**src/rtl/pipe_ctrl_if.sv**
```systemverilog
// Handshake bundle between the pipeline datapath and pipe_ctrl: hazard inputs,
// stall/flush/forward controls, FSM state and performance counters.
interface pipe_ctrl_if #(
  parameter int REG_W = 5,
  parameter int CNT_W = 32
);
  logic [REG_W-1:0] id_rs, id_rt;
  logic             id_uses_rs, id_uses_rt;
  logic [REG_W-1:0] ex_rs, ex_rt, ex_dst;
  logic             ex_memread;
  logic [REG_W-1:0] exmem_dst, memwb_dst;
  logic             exmem_regwrite, memwb_regwrite;
  logic             bj_ex, halt_ex, stop, restart;

  logic [1:0]       fwd_a, fwd_b;
  logic             pc_en, if_id_en, pipe_en;
  logic             if_id_flush, id_ex_flush;
  logic [1:0]       state;
  logic [CNT_W-1:0] cycle_cnt, stall_cnt, bj_cnt;

  modport master (
    output id_rs, id_rt, id_uses_rs, id_uses_rt, ex_rs, ex_rt, ex_dst, ex_memread,
           exmem_dst, memwb_dst, exmem_regwrite, memwb_regwrite,
           bj_ex, halt_ex, stop, restart,
    input  fwd_a, fwd_b, pc_en, if_id_en, pipe_en, if_id_flush, id_ex_flush,
           state, cycle_cnt, stall_cnt, bj_cnt
  );

  modport slave (
    input  id_rs, id_rt, id_uses_rs, id_uses_rt, ex_rs, ex_rt, ex_dst, ex_memread,
           exmem_dst, memwb_dst, exmem_regwrite, memwb_regwrite,
           bj_ex, halt_ex, stop, restart,
    output fwd_a, fwd_b, pc_en, if_id_en, pipe_en, if_id_flush, id_ex_flush,
           state, cycle_cnt, stall_cnt, bj_cnt
  );
endinterface

```
**src/rtl/pipe_ctrl.sv**
```systemverilog
// Five-stage pipeline controller: forwarding, load-use stall, branch flush and
// RUN/DRAIN/HALTED sequencing. Define PIPE_CTRL_PERF_EN to build the counters.
module pipe_ctrl #(
  parameter int REG_W        = 5,
  parameter int CNT_W        = 32,
  parameter int DRAIN_CYCLES = 3
) (
  input logic          clk,
  input logic          rst_n,
  pipe_ctrl_if.slave   bus
);

  typedef enum logic [1:0] {
    RUN    = 2'b00,
    DRAIN  = 2'b01,
    HALTED = 2'b10
  } state_e;

  localparam int DW = (DRAIN_CYCLES > 1) ? $clog2(DRAIN_CYCLES) : 1;
  localparam logic [DW-1:0] DRAIN_LAST = DW'(DRAIN_CYCLES - 1);

  state_e         state_q, state_d;
  logic [DW-1:0]  drain_q, drain_d;
  logic           load_use;
  logic           cyc_evt, stall_evt, bj_evt;
  logic           pc_en, if_id_en, pipe_en, if_id_flush, id_ex_flush;

  // EX/MEM wins over MEM/WB; register 0 is never forwarded
  function automatic logic [1:0] fwd_sel(input logic [REG_W-1:0] src);
    if (bus.exmem_regwrite && (bus.exmem_dst != '0) && (bus.exmem_dst == src))
      return 2'b01;
    else if (bus.memwb_regwrite && (bus.memwb_dst != '0) && (bus.memwb_dst == src))
      return 2'b10;
    else
      return 2'b00;
  endfunction

  assign bus.fwd_a = fwd_sel(bus.ex_rs);
  assign bus.fwd_b = fwd_sel(bus.ex_rt);

  assign load_use = bus.ex_memread && (bus.ex_dst != '0) &&
                    ((bus.id_uses_rs && (bus.ex_dst == bus.id_rs)) ||
                     (bus.id_uses_rt && (bus.ex_dst == bus.id_rt)));

  always_comb begin
    state_d     = state_q;
    drain_d     = drain_q;
    pc_en       = 1'b1;
    if_id_en    = 1'b1;
    pipe_en     = 1'b1;
    if_id_flush = 1'b0;
    id_ex_flush = 1'b0;
    cyc_evt     = 1'b0;
    stall_evt   = 1'b0;
    bj_evt      = 1'b0;
    case (state_q)
      RUN: begin
        if (bus.stop) begin
          pc_en    = 1'b0;
          if_id_en = 1'b0;
          pipe_en  = 1'b0;
        end else begin
          cyc_evt = 1'b1;
          // a taken branch squashes the stalled instruction anyway
          if (bus.bj_ex) begin
            if_id_flush = 1'b1;
            id_ex_flush = 1'b1;
            bj_evt      = 1'b1;
          end else if (load_use) begin
            pc_en       = 1'b0;
            if_id_en    = 1'b0;
            id_ex_flush = 1'b1;
            stall_evt   = 1'b1;
          end
          if (bus.halt_ex) begin
            state_d = DRAIN;
            drain_d = '0;
          end
        end
      end
      DRAIN: begin
        pc_en       = 1'b0;
        if_id_en    = 1'b0;
        if_id_flush = 1'b1;
        id_ex_flush = 1'b1;
        cyc_evt     = 1'b1;
        if (drain_q == DRAIN_LAST) begin
          state_d = HALTED;
          drain_d = '0;
        end else begin
          drain_d = drain_q + 1'b1;
        end
      end
      HALTED: begin
        pc_en    = 1'b0;
        if_id_en = 1'b0;
        pipe_en  = 1'b0;
        if (bus.restart) state_d = RUN;
      end
      default: begin
        state_d = RUN;
        drain_d = '0;
      end
    endcase
  end

  always_ff @(posedge clk or negedge rst_n) begin
    if (!rst_n) begin
      state_q <= RUN;
      drain_q <= '0;
    end else begin
      state_q <= state_d;
      drain_q <= drain_d;
    end
  end

  assign bus.pc_en       = pc_en;
  assign bus.if_id_en    = if_id_en;
  assign bus.pipe_en     = pipe_en;
  assign bus.if_id_flush = if_id_flush;
  assign bus.id_ex_flush = id_ex_flush;
  assign bus.state       = state_q;

`ifdef PIPE_CTRL_PERF_EN
  logic [CNT_W-1:0] cycle_cnt_q, cycle_cnt_d;
  logic [CNT_W-1:0] stall_cnt_q, stall_cnt_d;
  logic [CNT_W-1:0] bj_cnt_q, bj_cnt_d;

  function automatic logic [CNT_W-1:0] sat_inc(input logic [CNT_W-1:0] v);
    return (&v) ? v : v + 1'b1;
  endfunction

  always_comb begin
    cycle_cnt_d = cyc_evt   ? sat_inc(cycle_cnt_q) : cycle_cnt_q;
    stall_cnt_d = stall_evt ? sat_inc(stall_cnt_q) : stall_cnt_q;
    bj_cnt_d    = bj_evt    ? sat_inc(bj_cnt_q)    : bj_cnt_q;
  end

  always_ff @(posedge clk or negedge rst_n) begin
    if (!rst_n) begin
      cycle_cnt_q <= '0;
      stall_cnt_q <= '0;
      bj_cnt_q    <= '0;
    end else begin
      cycle_cnt_q <= cycle_cnt_d;
      stall_cnt_q <= stall_cnt_d;
      bj_cnt_q    <= bj_cnt_d;
    end
  end

  assign bus.cycle_cnt = cycle_cnt_q;
  assign bus.stall_cnt = stall_cnt_q;
  assign bus.bj_cnt    = bj_cnt_q;
`else
  logic unused_evt;
  assign unused_evt    = ^{cyc_evt, stall_evt, bj_evt};
  assign bus.cycle_cnt = '0;
  assign bus.stall_cnt = '0;
  assign bus.bj_cnt    = '0;
`endif

endmodule

```
**src/flat_wrapper.sv**
```systemverilog
// flat-port wrapper written by rule: the top's interface ports become plain ports
module pipe_ctrl_flat 
#(
  parameter int REG_W        = 5,
  parameter int CNT_W        = 32,
  parameter int DRAIN_CYCLES = 3
)
  (clk, rst_n, bus_id_rs, bus_id_rt, bus_id_uses_rs, bus_id_uses_rt, bus_ex_rs, bus_ex_rt, bus_ex_dst, bus_ex_memread, bus_exmem_dst, bus_memwb_dst, bus_exmem_regwrite, bus_memwb_regwrite, bus_bj_ex, bus_halt_ex, bus_stop, bus_restart, bus_fwd_a, bus_fwd_b, bus_pc_en, bus_if_id_en, bus_pipe_en, bus_if_id_flush, bus_id_ex_flush, bus_state, bus_cycle_cnt, bus_stall_cnt, bus_bj_cnt);
  pipe_ctrl_if #(.REG_W(REG_W), .CNT_W(CNT_W)) bus_i ();
  input logic clk;
  input logic rst_n;
  input wire logic [$bits(bus_i.id_rs)-1:0] bus_id_rs;
  input wire logic [$bits(bus_i.id_rt)-1:0] bus_id_rt;
  input wire logic [$bits(bus_i.id_uses_rs)-1:0] bus_id_uses_rs;
  input wire logic [$bits(bus_i.id_uses_rt)-1:0] bus_id_uses_rt;
  input wire logic [$bits(bus_i.ex_rs)-1:0] bus_ex_rs;
  input wire logic [$bits(bus_i.ex_rt)-1:0] bus_ex_rt;
  input wire logic [$bits(bus_i.ex_dst)-1:0] bus_ex_dst;
  input wire logic [$bits(bus_i.ex_memread)-1:0] bus_ex_memread;
  input wire logic [$bits(bus_i.exmem_dst)-1:0] bus_exmem_dst;
  input wire logic [$bits(bus_i.memwb_dst)-1:0] bus_memwb_dst;
  input wire logic [$bits(bus_i.exmem_regwrite)-1:0] bus_exmem_regwrite;
  input wire logic [$bits(bus_i.memwb_regwrite)-1:0] bus_memwb_regwrite;
  input wire logic [$bits(bus_i.bj_ex)-1:0] bus_bj_ex;
  input wire logic [$bits(bus_i.halt_ex)-1:0] bus_halt_ex;
  input wire logic [$bits(bus_i.stop)-1:0] bus_stop;
  input wire logic [$bits(bus_i.restart)-1:0] bus_restart;
  output wire logic [$bits(bus_i.fwd_a)-1:0] bus_fwd_a;
  output wire logic [$bits(bus_i.fwd_b)-1:0] bus_fwd_b;
  output wire logic [$bits(bus_i.pc_en)-1:0] bus_pc_en;
  output wire logic [$bits(bus_i.if_id_en)-1:0] bus_if_id_en;
  output wire logic [$bits(bus_i.pipe_en)-1:0] bus_pipe_en;
  output wire logic [$bits(bus_i.if_id_flush)-1:0] bus_if_id_flush;
  output wire logic [$bits(bus_i.id_ex_flush)-1:0] bus_id_ex_flush;
  output wire logic [$bits(bus_i.state)-1:0] bus_state;
  output wire logic [$bits(bus_i.cycle_cnt)-1:0] bus_cycle_cnt;
  output wire logic [$bits(bus_i.stall_cnt)-1:0] bus_stall_cnt;
  output wire logic [$bits(bus_i.bj_cnt)-1:0] bus_bj_cnt;
  assign bus_i.id_rs = bus_id_rs;
  assign bus_i.id_rt = bus_id_rt;
  assign bus_i.id_uses_rs = bus_id_uses_rs;
  assign bus_i.id_uses_rt = bus_id_uses_rt;
  assign bus_i.ex_rs = bus_ex_rs;
  assign bus_i.ex_rt = bus_ex_rt;
  assign bus_i.ex_dst = bus_ex_dst;
  assign bus_i.ex_memread = bus_ex_memread;
  assign bus_i.exmem_dst = bus_exmem_dst;
  assign bus_i.memwb_dst = bus_memwb_dst;
  assign bus_i.exmem_regwrite = bus_exmem_regwrite;
  assign bus_i.memwb_regwrite = bus_memwb_regwrite;
  assign bus_i.bj_ex = bus_bj_ex;
  assign bus_i.halt_ex = bus_halt_ex;
  assign bus_i.stop = bus_stop;
  assign bus_i.restart = bus_restart;
  assign bus_fwd_a = bus_i.fwd_a;
  assign bus_fwd_b = bus_i.fwd_b;
  assign bus_pc_en = bus_i.pc_en;
  assign bus_if_id_en = bus_i.if_id_en;
  assign bus_pipe_en = bus_i.pipe_en;
  assign bus_if_id_flush = bus_i.if_id_flush;
  assign bus_id_ex_flush = bus_i.id_ex_flush;
  assign bus_state = bus_i.state;
  assign bus_cycle_cnt = bus_i.cycle_cnt;
  assign bus_stall_cnt = bus_i.stall_cnt;
  assign bus_bj_cnt = bus_i.bj_cnt;
  pipe_ctrl #(.REG_W(REG_W), .CNT_W(CNT_W), .DRAIN_CYCLES(DRAIN_CYCLES)) u_core (.clk(clk), .rst_n(rst_n), .bus(bus_i));
endmodule
```
**config.mk**
```make
export PLATFORM = sky130hd
export DESIGN_NAME = pipe_ctrl_flat
export DESIGN_NICKNAME = d
export VERILOG_FILES = /design/src/rtl/pipe_ctrl_if.sv /design/src/rtl/pipe_ctrl.sv /design/src/flat_wrapper.sv
export SDC_FILE = /design/constraint.sdc
export NUM_CORES = 1
export LEC_CHECK = 0
export CORE_ASPECT_RATIO = 0.9
export CORE_MARGIN = 1.5
export CORE_UTILIZATION = 31
export CTS_CLUSTER_DIAMETER = 40
export DETAILED_ROUTE_END_ITERATION = 16
export GPL_ROUTABILITY_DRIVEN = 1
export PLACE_DENSITY = 0.83
export SLEW_MARGIN = 20
export SYNTH_ARGS = -nofsm -noshare
export SYNTH_HDL_FRONTEND = slang
export SYNTH_SLANG_ARGS = --single-unit
```
**constraint.sdc**
```tcl
create_clock -name clk -period 4.3 [get_ports clk]
set_input_delay 0.86 -clock clk [delete_from_list [all_inputs] [get_ports clk]]
set_output_delay 0.86 -clock clk [all_outputs]
set_load 0.02 [all_outputs]
```
# Word level (Yosys, flattened, before mapping)
# Cells that the tools add are included.
dict set report word_totals {
  register_bits 4
  inputBits 46
  output_inout_bits 107
  elab_cells 61
}
dict set report op_classes {
  add_sub_neg 1
  eq_ne 13
  muxes 26
  bitwise 1
  reduce_logical 18
}
# op count
set op_table {}
lappend op_table {{5-bit == test} 6}
lappend op_table {{2-bit two-way mux} 11}
lappend op_table {{5-bit nonzero test} 3}
lappend op_table {{2-bit case mux with 3 select lines} 2}
lappend op_table {{1-bit logical AND} 10}
lappend op_table {{1-bit two-way mux} 9}
lappend op_table {{1-bit case mux with 2 select lines} 4}
lappend op_table {{2-bit != test (second input constant)} 3}
lappend op_table {{2-bit == test (second input constant)} 2}
lappend op_table {{4-bit AND reduction} 1}
lappend op_table {{3-bit AND reduction} 1}
lappend op_table {{2-bit by 1-bit adder with 2-bit output (second input constant)} 1}
lappend op_table {{2-bit by 1-bit == test with 1-bit output (second input constant)} 1}
lappend op_table {{2-bit zero test} 1}
lappend op_table {{2-bit by 1-bit != test with 1-bit output (second input constant)} 1}
lappend op_table {{2-bit OR reduction} 1}
lappend op_table {{1-bit logical OR} 1}
lappend op_table {{1-bit inverter} 1}

# Longest topological paths before layout
dict set report logic_depth {
  word_depth 8
  depth_mapped 6
  mapped_depth_nobuf 6
}

# Least setup slack after synthesis
# OpenSTA, ideal clock, no wires.
dict set report synth_timing {
  kind {input -> output}
  start {input port bus_ex_dst[0]}
  end {output port bus_pc_en}
  arrival_ps 2267
  required_time_ps 3440
  setup_slack_ps 1173
  path_stages 5
  n_path_buf 1
  path_cell_list {or4_1 > o21ai_0 > nor3b_1 > a21oi_1 > buf_4}
}
dict set report synth_via {
  elab_chain_cells 8
  elab_cells_between_ends 12
  cone_classes {2 x eq/ne; 4 x mux; 6 x reduce/logical}
}
# item line
set synth_lines {}
lappend synth_lines {{start: declaration} flat_wrapper.sv:18} ;# input wire logic [$bits(bus_i.ex_dst)-1:0] bus_ex_dst;
lappend synth_lines {{5-bit == test, on equally long branches} {pipe_ctrl.sv:42, pipe_ctrl.sv:43}}
lappend synth_lines {{1-bit logical AND, on equally long branches} {pipe_ctrl.sv:42, pipe_ctrl.sv:43}}
lappend synth_lines {{1-bit logical OR} pipe_ctrl.sv:42} ;# ((bus.id_uses_rs && (bus.ex_dst == bus.id_rs)) ||
lappend synth_lines {{1-bit logical AND *} pipe_ctrl.sv:41} ;# assign load_use = bus.ex_memread && (bus.ex_dst != '0) &&
lappend synth_lines {{1-bit two-way mux * (3 in series)} -}
lappend synth_lines {{1-bit case mux with 2 select lines *} -}
lappend synth_lines {{end: declaration} flat_wrapper.sv:30} ;# output wire logic [$bits(bus_i.pc_en)-1:0] bus_pc_en;
# Mark *: on every way between the ends. The rest lies on a longest branch, timed or not.

# Final worst setup path
dict set report layout_timing {
  start {input port bus_ex_dst[0]}
  end {output port bus_if_id_en}
}
dict set report layout_via {
  elab_chain_cells 8
  elab_cells_between_ends 12
  cone_classes {2 x eq/ne; 4 x mux; 6 x reduce/logical}
}
# item line
set layout_lines {}
lappend layout_lines {{5-bit == test, on equally long branches} {pipe_ctrl.sv:42, pipe_ctrl.sv:43}}
lappend layout_lines {{1-bit logical AND, on equally long branches} {pipe_ctrl.sv:42, pipe_ctrl.sv:43}}
lappend layout_lines {{1-bit logical OR} pipe_ctrl.sv:42}
lappend layout_lines {{1-bit logical AND *} pipe_ctrl.sv:41}
lappend layout_lines {{1-bit two-way mux *} pipe_ctrl.sv:69} ;# end else if (load_use) begin
lappend layout_lines {{1-bit two-way mux *} pipe_ctrl.sv:65} ;# if (bus.bj_ex) begin
lappend layout_lines {{1-bit two-way mux *} pipe_ctrl.sv:58} ;# if (bus.stop) begin
lappend layout_lines {{1-bit case mux with 2 select lines *} pipe_ctrl.sv:56} ;# case (state_q)
lappend layout_lines {{end: declaration} flat_wrapper.sv:31} ;# output wire logic [$bits(bus_i.if_id_en)-1:0] bus_if_id_en;
# Marks and branches as above.

==> impl_metrics.yaml <==
grt:
  number_of_antenna_violations_at_the_first_check_in_global_routing: 0
  wire_length_of_the_first_global_routing_pass_um: 4036
  grt_remaining_overflow: 0
  grtUsageTotal: 0.1068
  grt_start_max_net_pins: 9
  number_of_global_route_vias_before_repair: 838
clock_network:
  clock_tree.root_cell: "clkbuf_8"
  clk_pin_slew_ns: 0.03
  clock_latency_ns: 0.21
  depth_of_the_cts_h_tree: 1
  cts_sinks: 4
  cts_buffers: 3
  clk_path_buf_depth: 2
  post_cts_resize_count: 0
  holdBufCountCts: 0
  tritoncts: "done"
  post_cts.repair.setup_buffers: 0
run_status:
  run_status: "finished clean"
worst_setup_path:
  r2r-start: "u_core.bus.state[0]"
  setup.worst_path.end: "bus_if_id_en"
  r2r_end: "u_core.bus.state[0]"
  timing.critical_path.to_type: "output port"
  rr_worst_depth: 5
  worst_setup_path_startpoint: "bus_ex_dst[0]"
  critical_path.startpoint_type: "input port"
  reg2reg_setup_slack_ns: 2.48
  cp_data_required_time_ns: 3.44
  worstPathMaxFanout: 3
  criticalPathCategory: "in2out"
  arrival_ns: 3.11
drt:
  detailroute.via_count: 1053
  antenna_violating_nets_post_route: 0
  wirelength_um: 2862
  drt_drc: 0
  detail_route.vias_per_cell: 3.545
  routedWlPerCell_um: 9.636
  first_pass_iters: 4
  first_iter_violations: 17
logic_synthesis:
  ys.warnings.count: 0
  synth.lib_cells_used.distinct: 29
  synthCells: 179
  synthesized_area_um2: 1426
  yosys_register_bits: 4
  ys.flop_type: "dfrtp_1"
  yosysSeqAreaShare: 0.07018
  synth.avg_cell_area_um2: 7.969
  share_of_flip_flops_with_an_asynchronous_set_or_reset: 1.000
  synth_enable_flop_cells: 0
worst_hold_path:
  hold_class: "reg2reg"
power_and_ir_drop:
  p_leak_nw: 0.8147
  comb_power_share: 0.758
  peakVddDrop_mv: 0.1110
  seq_power_share: 0.112
  netSwitchingPower_w: 0.0002807
  cellInternalPower_w: 0.0003106
  power_density_nw_per_um2: 341.7
  p_clk_frac: 0.130
  switching_share_of_power: 0.4747
  report.power.total_w: 0.0005913
floorplanning:
  die_w_um: 74.50
  floorplan.rows: 23
  fp.dieArea_um2: 5018
  num_io_pins: 153
  initial_utilization: 0.3219
  core_region_area_um2: 4432
  die_y_um: 67.35
final_layout:
  post_route_cells_drive_above_1_share: 0.04255
  inserted_diodes: 0
  areaGrowthSynthToFinish_pct: 21.32
  fill_cells: 459
  final_core_utilization: 0.3905
  multiInputGateArea_um2: 928.4
  layout.area.seq_um2: 100.1
  layout.nets: 286
sta:
  finalCritPeriodShare: 0.9223
  min_period_ns: 3.966
  final.setup_skew_ns: 0.0004364
  slew_headroom: 0.6451
  slew_viol_final: 0
  tightestPinTransition_ns: 0.5276
  setup_viol_count_final: 0
  tns_ns: 0
  worst_slack_ns: 0.3343
  max_freq_ghz: 0.2522
  rsz0062_at_grt: "false"
  timing.final.hold_violations: 0
place:
  gp_congestion: 0.8848
  io_buffer_count: 56
  hpwlAfterDp_um: 2714
  pre_cts_setup_slack_ns: 0.3055
job:
  max_cap_viol_count: 0
[worst min path at each step]
| stage | slack, ns | startpoint | depth (start not counted) | to |
|---|---|---|---|---|
| 2_1_floorplan | 0.52 | u_core.drain_q[1] | 2 | u_core.drain_q[1] |
| 3_3_place_gp | 0.54 | u_core.drain_q[1] | 2 | u_core.drain_q[1] |
| 3_5_place_dp | 0.55 | u_core.drain_q[1] | 2 | u_core.drain_q[1] |
| 4_1_cts | 0.55 | u_core.drain_q[1] | 2 | u_core.drain_q[1] |
| 5_1_grt | 0.61 | u_core.drain_q[1] | 2 | u_core.drain_q[1] |
| 6_report | 0.55 | u_core.drain_q[1] | 2 | u_core.drain_q[1] |
[critical path, stage by stage]
cell	delay, ns
clkdlybuf4s50_1	0.48
or4_1	0.53
o21ai_0	0.29
nor3b_1	0.08
a21oi_1	0.22
clkdlybuf4s50_1	0.65
[final cells by class]
cell class | count | share of cell area
sequential | 4 | 0.05785
timing repair buffer | 56 | 0.3239
multi-input combinational | 166 | 0.5365
inverter | 6 | 0.01302
tap | 62 | 0.04483
clock buffer | 3 | 0.02386
[routing by layer]
metal / global-route usage / vias to the layer above / share of wire
met5: 0 / - / 0
met1: 0.1243 / 476 / 0.35
met2: 0.1998 / 69 / 0.54
met4: 0.03864 / 0 / 0.025
li1: - / 502 / -
met3: 0.01194 / 6 / 0.084
[cells in the mapped netlist (all sizes together) (3+ instances only)]
cell	n	share of area
nand2	3	0.0079
xnor2	16	0.098
buf	97	0.51
inv	6	0.016
a21oi	3	0.011
or4	5	0.029
ha	3	0.026
dfrtp	4	0.070
xor2	14	0.086
nor4	4	0.026
o21ai	4	0.017
[power groups by stage]
stage	Sequential, W	Clock (W)	Combinational [W]
floorplan	0.0000752	0	0.000348
global placement	0.0000654	0	0.000436
detailed placement	0.0000662	0	0.000450
CTS	0.0000657	0.0000779	0.000451
global route	0.0000681	0.0000820	0.000486
finish	0.0000660	0.0000769	0.000448
[stage by stage]
stage               hold WS [ns]  cell area [um^2]  std cells
floorplan                 0.5157              1783        274
global placement          0.5376              1689        294
detailed placement        0.5489              1689        294
CTS                       0.5529              1730        297
global route              0.6086              1730        297
finish                    0.5513              1730        297
[cells by family (layout without fill, tap and decap cells)]
family / Yosys count / count (layout) / synth area share
buffers and inverters: 104 / 65 / 0.5289
XOR/XNOR: 30 / 30 / 0.1842
AND/OR/NAND/NOR: 20 / 20 / 0.09824
AO/OA/AOI/OAI: 13 / 13 / 0.05965
multiplexers: 4 / 4 / 0.02982
flip-flops: 4 / 4 / 0.07018
adder cells (fa/ha/maj): 3 / 3 / 0.02632
other: 1 / 96 / 0.002629
[flip-flops by register name, indices dropped and copies added, names as in the netlist]
signal,count
u_core.bus.state,2
u_core.drain_q,2
[cells in the final DEF, fill, tap and decap left out, drive strengths merged]
| cell type | n |
|---|---|
| a31o | 1 |
| clkbuf | 3 |
| nand3 | 2 |
| clkdlybuf4s50 | 56 |
| nand2b | 1 |
| inv | 6 |
| nand2 | 3 |
| conb | 96 |
| o22ai | 2 |
| xnor2 | 16 |
| o21ai | 4 |
| nor2b | 1 |
| mux2 | 2 |
| xor2 | 14 |
| a21oi | 3 |
| or4 | 5 |
| nor3b | 2 |
| mux2i | 2 |
| nor4 | 4 |
| a21o | 1 |
| dfrtp | 4 |
| ha | 3 |
| nand4 | 2 |
| o21a | 1 |
| a221o | 1 |
Power figures use the tool's default switching activity.
